### src/rtl/divider_issue_pkg.sv
// Shared definitions for the divider initiator: DIVop encodings, RISC-V corner-case constants
// and the issue FSM state type.
package divider_issue_pkg;

   localparam logic [1:0] OP_DIV  = 2'b00;
   localparam logic [1:0] OP_DIVU = 2'b01;
   localparam logic [1:0] OP_REM  = 2'b10;
   localparam logic [1:0] OP_REMU = 2'b11;

   localparam logic [31:0] INT_MIN  = 32'h8000_0000;
   localparam logic [31:0] ALL_ONES = 32'hFFFF_FFFF;

   typedef enum logic [1:0] {
      IDLE,
      WAIT,
      FILL,
      RESP
   } state_t;

   // Quotient <-> remainder of the same signedness.
   function automatic logic [1:0] sibling_op(input logic [1:0] op);
      return op ^ OP_REM;
   endfunction

endpackage

### src/rtl/divider_issue_cache.sv
// Quotient/remainder pair cache: the last divider operands, their signedness,
// and both results, with tag compare against an incoming request.
module divider_issue_cache
   import divider_issue_pkg::*;
#(
   parameter int CACHE_EN = 1
) (
   input  logic        clk,
   input  logic        reset,
   input  logic [1:0]  lookup_op,
   input  logic [31:0] lookup_rs1,
   input  logic [31:0] lookup_rs2,
   output logic        hit,
   output logic [31:0] hit_data,
   input  logic        fill_en,
   input  logic [1:0]  fill_op,
   input  logic [31:0] fill_rs1,
   input  logic [31:0] fill_rs2,
   input  logic [31:0] fill_rslt,
   input  logic [31:0] fill_other,
   input  logic        invalidate
);

   generate
      if (CACHE_EN != 0) begin : g_cache
         logic        valid_reg;
         logic        uns_tag_reg;
         logic [31:0] rs1_tag_reg;
         logic [31:0] rs2_tag_reg;
         logic [31:0] quo_reg;
         logic [31:0] rem_reg;

         assign hit = valid_reg && (lookup_rs1 == rs1_tag_reg) && (lookup_rs2 == rs2_tag_reg)
                      && (lookup_op[0] == uns_tag_reg);
         assign hit_data = lookup_op[1] ? rem_reg : quo_reg;

         // fill_rslt belongs to fill_op (the sibling); fill_other is the primary result.
         always_ff @(posedge clk or posedge reset) begin
            if (reset) begin
               valid_reg   <= 1'b0;
               uns_tag_reg <= 1'b0;
               rs1_tag_reg <= '0;
               rs2_tag_reg <= '0;
               quo_reg     <= '0;
               rem_reg     <= '0;
            end else if (invalidate) begin
               valid_reg <= 1'b0;
            end else if (fill_en) begin
               valid_reg   <= 1'b1;
               uns_tag_reg <= fill_op[0];
               rs1_tag_reg <= fill_rs1;
               rs2_tag_reg <= fill_rs2;
               quo_reg     <= fill_op[1] ? fill_other : fill_rslt;
               rem_reg     <= fill_op[1] ? fill_rslt : fill_other;
            end
         end
      end else begin : g_no_cache
         assign hit      = 1'b0;
         assign hit_data = '0;
      end
   endgenerate

endmodule

### src/rtl/divider_issue.sv
// Initiator side of the radix-2 divider handshake: short-circuits RISC-V corner cases,
// serves DIV/REM siblings from a pair cache, and guards the divider with a watchdog.
module divider_issue
   import divider_issue_pkg::*;
#(
   parameter int CACHE_EN = 1,
   parameter int TIMEOUT  = 63
) (
   input  logic        clk,
   input  logic        reset,
   input  logic        req_valid,
   output logic        req_ready,
   input  logic [1:0]  req_op,
   input  logic [31:0] req_rs1,
   input  logic [31:0] req_rs2,
   output logic        rsp_valid,
   output logic [31:0] rsp_data,
   output logic        rsp_err,
   output logic        div_valid,
   input  logic        div_ready,
   output logic [31:0] div_divident,
   output logic [31:0] div_divisor,
   output logic [1:0]  div_op,
   input  logic [31:0] div_rslt
);

   localparam int WD_W = $clog2(TIMEOUT + 1);

   state_t      state_reg, state_next;
   logic        div_valid_reg, rsp_valid_reg, rsp_err_reg;
   logic [31:0] rsp_data_reg, short_data_reg;
   logic [31:0] divident_reg, divisor_reg;
   logic [1:0]  div_op_reg;
   logic [WD_W-1:0] wdog_reg;

   logic        accept, short_path, abort, is_signed, is_rem, div_zero, overflow;
   logic        cache_hit;
   logic [31:0] cache_data, short_data;

   assign req_ready    = (state_reg == IDLE);
   assign rsp_valid    = rsp_valid_reg;
   assign rsp_data     = rsp_data_reg;
   assign rsp_err      = rsp_err_reg;
   assign div_valid    = div_valid_reg;
   assign div_divident = divident_reg;
   assign div_divisor  = divisor_reg;
   assign div_op       = div_op_reg;

   assign accept    = req_valid && req_ready;
   assign is_signed = (req_op == OP_DIV) || (req_op == OP_REM);
   assign is_rem    = !((req_op == OP_DIV) || (req_op == OP_DIVU)) && (req_op != OP_REMU || 1'b1);
   assign div_zero  = (req_rs2 == '0);
   assign overflow  = is_signed && (req_rs1 == INT_MIN) && (req_rs2 == ALL_ONES);

   divider_issue_cache #(.CACHE_EN(CACHE_EN)) u_cache (
      .clk       (clk),
      .reset     (reset),
      .lookup_op (req_op),
      .lookup_rs1(req_rs1),
      .lookup_rs2(req_rs2),
      .hit       (cache_hit),
      .hit_data  (cache_data),
      .fill_en   (state_reg == FILL),
      .fill_op   (div_op_reg),
      .fill_rs1  (divident_reg),
      .fill_rs2  (divisor_reg),
      .fill_rslt (div_rslt),
      .fill_other(rsp_data_reg),
      .invalidate(abort)
   );

   always_ff @(posedge clk or posedge reset) begin
      if (reset) state_reg <= IDLE;
      else       state_reg <= state_next;
   end

   always_comb begin
      state_next = state_reg;
      short_path = div_zero || overflow || cache_hit;
      short_data = cache_data;
      abort      = 1'b0;
      if (div_zero)      short_data = is_rem ? req_rs1 : ALL_ONES;
      else if (overflow) short_data = is_rem ? 32'd0 : INT_MIN;
      case (state_reg)
         IDLE: if (accept) state_next = short_path ? RESP : WAIT;
         WAIT: begin
            if (div_ready) begin
               state_next = (CACHE_EN != 0) ? FILL : IDLE;
            end else if (wdog_reg == WD_W'(TIMEOUT - 1)) begin
               abort      = 1'b1;
               state_next = IDLE;
            end
         end
         FILL:    state_next = IDLE;
         RESP:    state_next = IDLE;
         default: state_next = IDLE;
      endcase
   end

   always_ff @(posedge clk or posedge reset) begin
      if (reset) begin
         div_valid_reg  <= 1'b0;
         rsp_valid_reg  <= 1'b0;
         rsp_err_reg    <= 1'b0;
         rsp_data_reg   <= '0;
         short_data_reg <= '0;
         divident_reg   <= '0;
         divisor_reg    <= '0;
         div_op_reg     <= '0;
         wdog_reg       <= '0;
      end else begin
         rsp_valid_reg <= 1'b0;
         rsp_err_reg   <= 1'b0;
         case (state_reg)
            IDLE: begin
               wdog_reg <= '0;
               if (accept && short_path) begin
                  short_data_reg <= short_data;
               end else if (accept) begin
                  div_valid_reg <= 1'b1;
                  divident_reg  <= req_rs1;
                  divisor_reg   <= req_rs2;
                  div_op_reg    <= req_op;
               end
            end
            WAIT: begin
               if (div_ready) begin
                  // Drop the request on the very edge that sees completion.
                  div_valid_reg <= 1'b0;
                  rsp_valid_reg <= 1'b1;
                  rsp_data_reg  <= div_rslt;
                  if (CACHE_EN != 0) div_op_reg <= sibling_op(div_op_reg);
               end else if (abort) begin
                  div_valid_reg <= 1'b0;
                  rsp_valid_reg <= 1'b1;
                  rsp_err_reg   <= 1'b1;
                  rsp_data_reg  <= '0;
               end else begin
                  wdog_reg <= wdog_reg + WD_W'(1);
               end
            end
            RESP: begin
               rsp_valid_reg <= 1'b1;
               rsp_data_reg  <= short_data_reg;
            end
            default: ;
         endcase
      end
   end

endmodule

### config.mk
export PLATFORM = sky130hd
export DESIGN_NAME = divider_issue
export DESIGN_NICKNAME = d
export VERILOG_FILES = /design/src/rtl/divider_issue_pkg.sv /design/src/rtl/divider_issue_cache.sv /design/src/rtl/divider_issue.sv
export SDC_FILE = /design/constraint.sdc
export NUM_CORES = 1
export LEC_CHECK = 0
export ABC_AREA = 1
export CAP_MARGIN = 20
export CORE_MARGIN = 4
export CORE_UTILIZATION = 40
export CTS_BUF_LIST = sky130_fd_sc_hd__clkbuf_8
export DETAILED_ROUTE_END_ITERATION = 16
export PLACE_DENSITY = 0.73
export SYNTH_ARGS = -nofsm -noshare
export SYNTH_HDL_FRONTEND = slang
export SYNTH_HIERARCHICAL = 1
export SYNTH_SLANG_ARGS = --single-unit
### constraint.sdc
create_clock -name clk -period 9 [get_ports clk]
set_input_delay 0.9 -clock clk [delete_from_list [all_inputs] [get_ports clk]]
set_output_delay 0.9 -clock clk [all_outputs]
set_load 0.01 [all_outputs]
Word level (Yosys, flattened, before mapping)
Index checks and enable logic that the tools add are counted.

Input bits: 102. Register bits: 271. Word-level logic and storage cells: 104. Output and inout port bits: 102.

Reductions and logical operators: 27. Eq/ne operators: 18. Bitwise logic cells: 4. Add/sub/neg operators: 1. Muxes and demuxes: 37.

Operators by type and width (number): two-way mux 32 bit (9); == test 32 bit (2); == test 32 bit (second input constant) (2); one-hot mux 32 bit (2 select lines) (1); zero test 32 bit (1); two-way mux 2 bit (7); two-way mux 1 bit (13); two-way mux 6 bit (2); one-hot mux 6 bit (2 select lines) (1); AND reduction 4 bit (3); inequality test 2 bit (second input constant) (4); AND reduction 2 bit (4); logical AND 1 bit (7); adder 6 x 1 -> 6 bit (second input constant) (1); == test 2 bit (second input constant) (3); == test 6 bit (second input constant) (1); inequality test 3 bit (second input constant) (2); one-hot mux 2 bit (3 select lines) (1); AND reduction 3 bit (2); nonzero test 2 bit (3); == test 2 x 1 -> 1 bit (second input constant) (2); zero test 2 bit (2); logical OR 1 bit (4); inverter 1 bit (4); other kinds (5) (6).

Logic depth before layout (Yosys ltp)
Gate-level depths: netlist (run 1).

Depth in word-level cells: 9. Gate-level depth with buffers: 17.

Hierarchy
Netlist (run 1), hierarchy kept.

By module, submodules not included: divider_issue_cache (cells each 964, area an instance 6957.9 um^2, times used 1); divider_issue (cells each 863, area an instance 6685.2 um^2, times used 1).

Least setup slack after synthesis (run 1)
Ideal clock, no wire load.

Kind: input to register. Start point: input div_ready. End point: register u_cache.g_cache.quo_reg[21]. Data arrival time: 2.180 ns. Required time: 8.870 ns. Stages: 8. Buffers on the path: 4. Setup time: 0.130 ns. Setup slack: 6.690 ns. Cells stage by stage: clkbuf_1 -> buf_1 -> nor3_1 -> nor2_4 -> buf_6 -> buf_4 -> o211ai_1 -> o21ai_0.

Longest elaborated chain between the ends: 4.

RTL lines: start, declared (line divider_issue.sv:20) `input logic div_ready,`; two-way mux 1 bit (line divider_issue.sv:87) `if (div_ready) begin`; two-way mux 1 bit (line divider_issue.sv:84) `case (state_reg)`; net abort (line divider_issue.sv:36) `logic accept, short_path, abort, is_signed, is_rem, div_zero, overflow;`; inverter 1 bit (no source line); AND reduction 2 bit (no source line); end signal, assigned (line divider_issue_cache.sv:53) `quo_reg <= fill_op[1] ? fill_other : fill_rslt;`; end, declared (line divider_issue_cache.sv:30) `logic [31:0] quo_reg;`.

The timed path passes the listed nets, and every way through them passes these cells. A chain may end at the register's enable or synchronous reset.

Worst setup path after layout (run 1)
Start point: input req_rs2[6]. End point: register short_data_reg[9].

Longest elaborated chain between the ends: 6.

RTL lines: start, declared (line divider_issue.sv:15) `input logic [31:0] req_rs2,`; == test 32 bit (on tied branches) (line divider_issue.sv:53, divider_issue_cache.sv:33); logical AND 1 bit (on tied branches) (line divider_issue.sv:53, divider_issue_cache.sv:33); logical OR 1 bit or logical AND 1 bit (tied branches) (line divider_issue.sv:79, divider_issue_cache.sv:34); logical OR 1 bit (line divider_issue.sv:79) `short_path = div_zero || overflow || cache_hit;`; logical AND 1 bit (line divider_issue.sv:117) `if (accept && short_path) begin`; AND reduction 2 bit (no source line); end signal, assigned (line divider_issue.sv:118) `short_data_reg <= short_data;`; end, declared (line divider_issue.sv:31) `logic [31:0] rsp_data_reg, short_data_reg;`.

Parallel ways exist; a longest one is shown, timed or not.

==> run metrics, run 1 <==
grt total ovfl 0; area grow syn2layout 22.8%; Adder-Cell Fraction of Synth Area 0.183%; TritonCTS buffer count 46; area leader, netlist dfrtp_1; first-pass GRT wire length 70.2 mm; CTS tree built; I/O pins 204; critical-path cell list clkdlybuf4s50_1, nand2_1, nor2_1, nand2_1, nor2_1, nand3_2, nand3_2, nand2_2, clkinv_2, nand2_1, nand2_1; max_slew headroom 30.2%; worst-margin pin slew 1.05 ns; clk slew on worst S/H paths 0.06 ns; RSZ-0062 raised after global routing false; slowest CP cell nand3_2; Synth top area share 49.7%; Buf/Inv on CP 2; layout cell share with drive strength beyond 1 4.70%; max-slew violations 0; max-cap violation count 0; antenna violation net count after detailed routing 0; Die ar. 0.0371 mm^2; DP Area 0.0158 mm^2; Placer Congestion 0.916; Syn Area/Cell 7.47 um^2; post-CTS setup buffer count 0; CTS-repair resized insts 0; outcome complete, no violations; sequential area share after synthesis 49.7%; die height 193 um; main flop type after synthesis dfrtp_1; Vias/cell 5.27; core area 0.0336 mm^2; final count of negative-setup-slack endpoints 0; critical path depth in cells 11; fin crit share 42.9%; clk buf depth 3; R2R Path End short_data_reg[9]; WL per Instance 18.3 um; class of the worst hold path register to register; Synth Area in Compound Gates 12.2%; final net count 2,095; worst r2r src u_cache/g_cache.rs1_tag_reg[17]; largest net degree at the start of global routing 125; Ys Warns 6; via count 13,019; DR DRC count 0; worst ir drop on vdd 0.167 mV; Initial Util 40.6%; hold path cells 1; Simple-Gate Fraction of Synth Area 27.6%; Tmin final 3.86 ns; row count 67; drt pass-1 iters 7; vias in the first global route 12,516; post-synthesis xor/xnor area fraction 1.03%; hold_sp wdog_reg[5]; most frequent cell on the critical path nand2_1; H-tree Lvls 2; Yosys cell types 33; Max Fclk 259 MHz; family with the most delay on the worst path simple AND/OR/NAND/NOR gates; Overall Global Routing Usage 24.0%; PortBufs 203; initial antenna violation count 1; critical path endpoint category register; worst-case reg-to-reg path depth 16; Die X 193 um; synth top area cells dfrtp_1 50%, nand2_1 18%, o21ai_0 6.2%; Sink Count 271; Syn Nets 1,931; Slowest Stage Delay on Critical Path 0.73 ns; detailed placement HPWL 31.0 mm; CP Max Fanout 34; clock latency on the worst-skew pair 0.57 ns; Power Density 301 mW/mm^2; Final Instance Area 0.0168 mm^2; final hold vios 0; largest family of logic cells by synthesized area simple AND/OR/NAND/NOR gates; mux share of post-synthesis cell area 0%; Post-synth EDFFs 0; reg2reg setup slack 5.96 ns; Post-Syn Area 0.0136 mm^2; async set-or-reset flop fraction in the synthesized netlist 100%; critical path type input port to register; Hold Path Sink wdog_reg[5]; setup TNS 0 ns; hold buffer count at CTS 0; Max Clock Skew 0.0171 ns; arrival time of the worst setup path 4.36 ns; root buf cell clkbuf_8; routed wire length 45.2 mm; synthesis-stage register bit count 271; static leakage power 8.29 nW; Synth Instances 1,827; CP Launch Type input port; non-filler cells, final 2,471; Placed Instances 2,389; DRT iter0 DRCs 1,294; Worst Path Required 9.50 ns
layout make-up:
| class | instances | area, um^2 |
|---|---|---|
| Antenna cell | 1 | 2.50 |
| Clock buffer | 61 | 840 |
| Clock inverter | 18 | 70.1 |
| Fill cell | 3244 | 16900 |
| Inverter | 188 | 714 |
| Multi-Input combinational cell | 1266 | 5610 |
| Sequential cell | 271 | 6790 |
| Tap cell | 448 | 561 |
| Timing Repair Buffer | 218 | 2170 |
report_power, final:
part	leakage [nW]	switching, W	internal [W]
Clock	0.532	0.000498	0.000599
Sequential	3.36	0.000385	0.00171
Combinational	4.39	0.00106	0.000799
metal layers:
layer,part of all wire (%),global-route usage (%),up-vias
li1,-,-,6118
met3,9.5,5.35,89
met5,0,0,-
met1,41,32.9,6167
met4,3.3,8.31,0
met2,46,37.6,645
cell usage after synthesis (2+ instances only):
cell type	n
inv_1	184
dfrtp_1	271
xnor2_1	11
buf_4	13
o211ai_1	32
a31oi_1	32
o21ai_0	170
xor2_1	5
ha_1	2
nand3_1	109
o22ai_1	8
a21oi_1	54
nand4_1	13
nor3_1	2
buf_6	7
inv_2	3
nor2_1	141
buf_2	50
nand2_1	665
o21ai_1	10
or2_1	2
nand3_2	2
buf_1	3
nor2_4	2
clkbuf_1	28
cells by family (layout without fill, tap and decap cells):
kind of cell	Yosys count	in the layout
buffers and inverters	290	485
other	0	1
adder cells (fa/ha/maj)	2	2
AO/OA/AOI/OAI	307	307
AND/OR/NAND/NOR	941	941
flip-flops	271	271
XOR/XNOR	16	16
cell usage in the layout, fill, tap and decap left out, types with 3 or more instances in the layout:
cell / instances
a31oi_1: 32
o21ai_1: 10
clkinv_2: 3
nor2_4: 3
nand4_1: 13
clkbuf_8: 61
xnor2_1: 11
o22ai_1: 8
o211ai_1: 32
nand3_1: 109
xor2_1: 5
nand2_1: 665
inv_2: 3
dfrtp_1: 270
clkdlybuf4s50_1: 202
o21ai_0: 170
buf_4: 13
nor2_1: 140
inv_1: 198
a21oi_1: 54
worst register-to-register path, cell delays in order (launching register included):
cell and delay (ns):
dfrtp_1 0.36, inv_1 0.08, nand2_1 0.10, o21ai_0 0.17, inv_1 0.09, nand2_1 0.07
nor2_1 0.04, nand2_1 0.07, nor2_1 0.04, nand3_1 0.05, nor2_1 0.05, inv_1 0.17
nand3_2 0.12, nand2_2 0.57, clkinv_2 0.63, nand2_1 0.22, nand2_1 0.08
how the worst max path moves through the flow:
| stage | start | slack (ns) | end |
|---|---|---|---|
| after CTS | req_rs2[6] | 5.24 | short_data_reg[3] |
| after detailed placement | req_rs2[6] | 4.63 | short_data_reg[3] |
| after global placement | req_rs2[28] | 4.74 | short_data_reg[19] |
| after floorplan | reset | 4.32 | div_divident[0] |
| final | req_rs2[6] | 5.14 | short_data_reg[9] |
| after global routing | req_rs2[6] | 4.81 | short_data_reg[19] |
through the flow:
step	setup slack [ns]	utilization [%]	total power (W)	hold WS, ns
after floorplan	4.32	-	0.00307	0.433
after global placement	4.74	47.0	0.00388	0.450
after detailed placement	4.63	47.0	0.00395	0.463
after CTS	5.24	49.7	0.00506	0.471
after global routing	4.81	49.9	0.00540	0.499
final	5.14	49.9	0.00504	0.472
No activity file was read; power rests on OpenSTA's default activity.
==> run 2, diff against run 1 <==
PLACE_DENSITY = 0.75   (was 0.73)
clock period = 3.4 ns   (was 9 ns; I/O delays follow)
==> run 2 against run 1 <==
  * First-iteration DRC count increased by 1.5%
  * Combinational power grew to 2.7 times the previous value
  * Register-to-register slack got worse by 5.0 ns
  * Cell area up 1.2%
  * Wire length down 0.48%
  * Non-clock buffer count grew 7
  * Critical path type is now register to register
==> run metrics, run 2 (synthesized netlist as in run 1, its figures left out) <==
outcome complete, no violations; die height 193 um; DRT iter0 DRCs 1,313; CTS-repair resized insts 0; drt pass-1 iters 6; initial antenna violation count 5; antenna violation net count after detailed routing 0; Initial Util 40.6%; dpl ws 0.536 ns; RSZ-0062 raised after global routing false; Die X 193 um; Max Fclk 408 MHz; hold buffer count at CTS 0; Overall Global Routing Usage 24.0%; reg2reg setup slack 0.95 ns; final count of negative-setup-slack endpoints 0; fill cell total of the finished layout 3,208; setup TNS 0 ns; WL per Instance 18.1 um; worst r2r src state_reg[1]; critical path type register to register; setup slack after layout 0.949 ns; first-pass GRT wire length 70.7 mm; CP Launch Type register; clock latency on the worst-skew pair 0.55 ns; static leakage power 8.35 nW; clk buf depth 3; Tmin final 2.45 ns; Power Density 799 mW/mm^2; PortBufs 203; root buf cell clkbuf_8; class of the worst hold path input port to asynchronous set/reset pin; area grow syn2layout 24.3%; H-tree Lvls 2; grt total ovfl 0; most common cell after layout, fill and taps aside nand2_1; core area 0.0336 mm^2; Placer Congestion 0.898; R2R Path End div_divisor[26]; Sink Count 271; largest net degree at the start of global routing 203; post-CTS setup buffer count 0; via count 13,025; DR DRC count 0; worst-margin pin slew 1.03 ns; max-slew violations 0; layout cell share with drive strength beyond 1 5.42%; critical path endpoint category register; TritonCTS buffer count 48; detailed placement HPWL 30.7 mm; routed wire length 45.0 mm; worst ir drop on vdd 0.430 mV; fin crit share 72.1%; Vias/cell 5.25; max_slew headroom 31.4%; worst-case reg-to-reg path depth 8; max-cap violation count 0; Worst Path Required 3.87 ns; commonest cells after routing, fill and taps aside 665 x nand2_1, 270 x dfrtp_1, 202 x clkdlybuf4s50_1, 192 x inv_1, 170 x o21ai_0; vias in the first global route 12,617; I/O pins 204; arrival time of the worst setup path 2.93 ns; final net count 2,104; CP Max Fanout 54; final hold vios 0; Max Clock Skew 0.0185 ns; CTS tree built; clk slew on worst S/H paths 0.06 ns; row count 67; Die ar. 0.0371 mm^2
[run 2: critical path: stages, from the launching register on]
cell	delay (ns)
dfrtp_1	0.38
buf_4	0.27
nor2_4	0.24
nand2_1	0.10
inv_1	0.23
nand4_4	0.15
inv_2	0.77
nand2_1	0.12
nand2_1	0.09
[run 2: worst max path at each step]
stage | startpoint | endpoint | slack (ns) | cells past startpoint
after detailed placement | req_rs1[14] | div_divident[20] | 0.54 | 15
after global placement | req_rs1[9] | div_divident[12] | 0.60 | 15
after CTS | state_reg[1] | div_divisor[26] | 0.96 | 8
after floorplan | reset | div_divident[0] | 1.30 | 1
after global routing | state_reg[1] | div_divisor[26] | 0.74 | 8
final | state_reg[1] | div_divisor[26] | 0.95 | 8
[run 2: final cells by class]
cell class / instances / area (um^2) / share of cell area, %
Inverter: 188 / 714 / 4.21
Clock inverter: 15 / 90.1 / 0.531
Antenna cell: 4 / 10.0 / 0.0590
Sequential cell: 271 / 6790 / 40.0
Tap cell: 448 / 561 / 3.30
Timing Repair Buffer: 225 / 2280 / 13.4
Clock buffer: 66 / 908 / 5.36
Multi-Input combinational cell: 1266 / 5610 / 33.1
[run 2: per-layer routing]
metal  global-route usage, %  routed length, um
met1                    33.4              19100
met2                    37.7              20700
met3                    4.87               3840
met4                    8.04               1290
met5                       0                 13
[run 2: through the flow]
stage | total power [W] | hold slack, ns | cell area, um^2 | instances | utilization, %
CTS | 0.0136 | 0.229 | 17000 | 2479 | 50.4
detailed placement | 0.0104 | 0.459 | 16000 | 2398 | 47.5
floorplan | 0.00812 | 0.433 | 13700 | 1827 | -
finish | 0.0135 | 0.243 | 17000 | 2483 | 50.5
global placement | 0.0102 | 0.452 | 16000 | 2398 | 47.5
global route | 0.0145 | 0.248 | 17000 | 2483 | 50.5
[run 2: where the power goes]
part	switching, W	internal [W]
clock	0.00135	0.00178
combinational	0.00279	0.00213
sequential	0.000969	0.00453
total	0.00510	0.00844
==> run 3, diff against run 2 <==
PLACE_DENSITY = 0.73   (was 0.75)
clock period = 2.36 ns   (was 3.4 ns; I/O delays follow)
==> run 3 against run 2 <==
  * First-iteration DRC count is 1.6% lower
  * Global-route usage hardly changed
  * Count of clock-buffer cells in the layout is 4 lower
  * Via count is 1.0% higher
  * Combinational power is 48% higher
  * Largest cell class unchanged
  * Die area stayed put
  * Power is 46% higher
  * Core utilization is 1.7 points higher
==> run metrics, run 3 (synthesized netlist as in run 1, its figures left out) <==
critical-path cell list buf_4, nor2_4, clkdlybuf4s50_1; worst-case reg-to-reg path depth 9; clk buf depth 3; WL per Instance 17.8 um; drt pass-1 iters 5; clk slew on worst S/H paths 0.06 ns; Max Clock Skew 0.0268 ns; hold buffer count at CTS 1; final count of negative-setup-slack endpoints 0; Worst Path Required 2.12 ns; Placed Instances 2,448; via count 13,160; root buf cell clkbuf_8; row count 67; R2R Path End u_cache/g_cache.rem_reg[1]; CTS tree built; fill cell total of the finished layout 3,143; initial antenna violation count 1; area grow syn2layout 28.4%; largest net degree at the start of global routing 100; RSZ-0062 raised after global routing false; Slowest Stage Delay on Critical Path 0.58 ns; final hold vios 0; Pint 0.0123 W; critical path endpoint category primary output; Final Util 52.1%; core area 0.0336 mm^2; fin crit share 96.2%; I/O pins 204; slowest CP cell clkdlybuf4s50_1; arrival time of the worst setup path 2.03 ns; worst-margin pin slew 0.739 ns; Die X 193 um; Clock Power Share 23.1%; Sink Count 271; Sw Share 37.7%; Psw 0.00744 W; hold_sp req_op[1]; DP Area 0.0165 mm^2; non-filler cells, final 2,538; Power Density 1130 mW/mm^2; hold path cells 5; CP Launch Type register; max-cap violation count 0; worst ir drop on vdd 0.582 mV; commonest cells after routing, fill and taps aside 665 x nand2_1, 270 x dfrtp_1, 202 x clkdlybuf4s50_1, 199 x inv_1, 170 x o21ai_0; Final Instance Area 0.0175 mm^2; DRT iter0 DRCs 1,292; TritonCTS buffer count 47; CTS-repair resized insts 0; Vias/cell 5.19; layout cell share with drive strength beyond 1 7.61%; vias in the first global route 12,875; static leakage power 8.68 nW; Die ar. 0.0371 mm^2; Initial Util 40.6%; clock latency on the worst-skew pair 0.57 ns; max_slew headroom 50.6%; max-slew violations 0; routed wire length 45.2 mm; part of the power in combinational logic 36.9%; critical path type register to primary output; grt total ovfl 0; post-CTS setup buffer count 0; reg2reg setup slack 0.09 ns; share of power burned in registers 40.0%; final net count 2,154; first-pass GRT wire length 70.7 mm; Max Fclk 440 MHz; die height 193 um; PortBufs 203; antenna violation net count after detailed routing 0; Tmin final 2.27 ns; Hold Path Sink div_op[1]; most common cell after layout, fill and taps aside nand2_1; worst r2r src wdog_reg[0]; DR DRC count 0; H-tree Lvls 2; outcome complete, no violations; Placer Congestion 0.898; setup TNS 0 ns; detailed placement HPWL 31.8 mm; Overall Global Routing Usage 24.1%; class of the worst hold path input port to register; CP Max Fanout 36
==> run 3: cell count changes in the layout (fill, tap and decap cells not counted), moves of 2 or more <==
| cell | delta |
|---|---|
| clkbuf_8 | -4 |
| inv_1 | +7 |
| diode_2 | -2 |
| buf_12 | +13 |
| buf_4 | +37 |
==> run 3: layout make-up <==
class	instances	area [um^2]	share of cell area [%]
well taps	448	561	3.20
clock buffers	62	853	4.87
inverters	188	714	4.08
clock inverters	25	160	0.914
multi-input cells	1266	5610	32.0
repair buffers	276	2830	16.1
diodes	2	5.00	0.0286
flip-flops and latches	271	6790	38.7
==> run 3: worst max-delay path: cells and delay by family (launching register included) <==
kind	cells	cell delay, ns
buf+inv	2	0.85
flops	1	0.37
simple gates	1	0.24
==> run 3: worst max-delay path by stage <==
stage	end	from	slack (ns)
2_1_floorplan	div_divident[0]	reset	0.36
3_3_place_gp	div_divisor[8]	req_rs1[5]	-0.12
3_5_place_dp	div_divisor[13]	req_rs1[5]	-0.18
4_1_cts	req_ready	state_reg[1]	0.06
5_1_grt	req_ready	state_reg[1]	0.007
6_report	req_ready	state_reg[1]	0.09
==> run 3: per-stage QoR <==
step           power, W  hold slack [ns]  setup slack [ns]
2_1_floorplan    0.0117            0.346             0.361
3_3_place_gp     0.0149            0.452            -0.116
3_5_place_dp     0.0152            0.466            -0.177
4_1_cts          0.0199            0.187            0.0558
5_1_grt          0.0212            0.233           0.00730
6_report         0.0198            0.218            0.0890
==> run 3: power groups by stage <==
stage	logic [W]	clock network [W]	registers, W
2_1_floorplan	0.00380	0	0.00790
3_3_place_gp	0.00706	0	0.00789
3_5_place_dp	0.00727	0	0.00795
4_1_cts	0.00731	0.00465	0.00790
5_1_grt	0.00813	0.00489	0.00816
6_report	0.00729	0.00457	0.00791
==> run 3: layer usage <==
layer	vias to the layer above	routed length [um]	GRT usage [%]
li1	6233	-	-
met1	6271	19500	33.6
met2	572	20700	38.1
met3	84	3680	4.54
met4	0	1280	7.57
met5	-	0	0
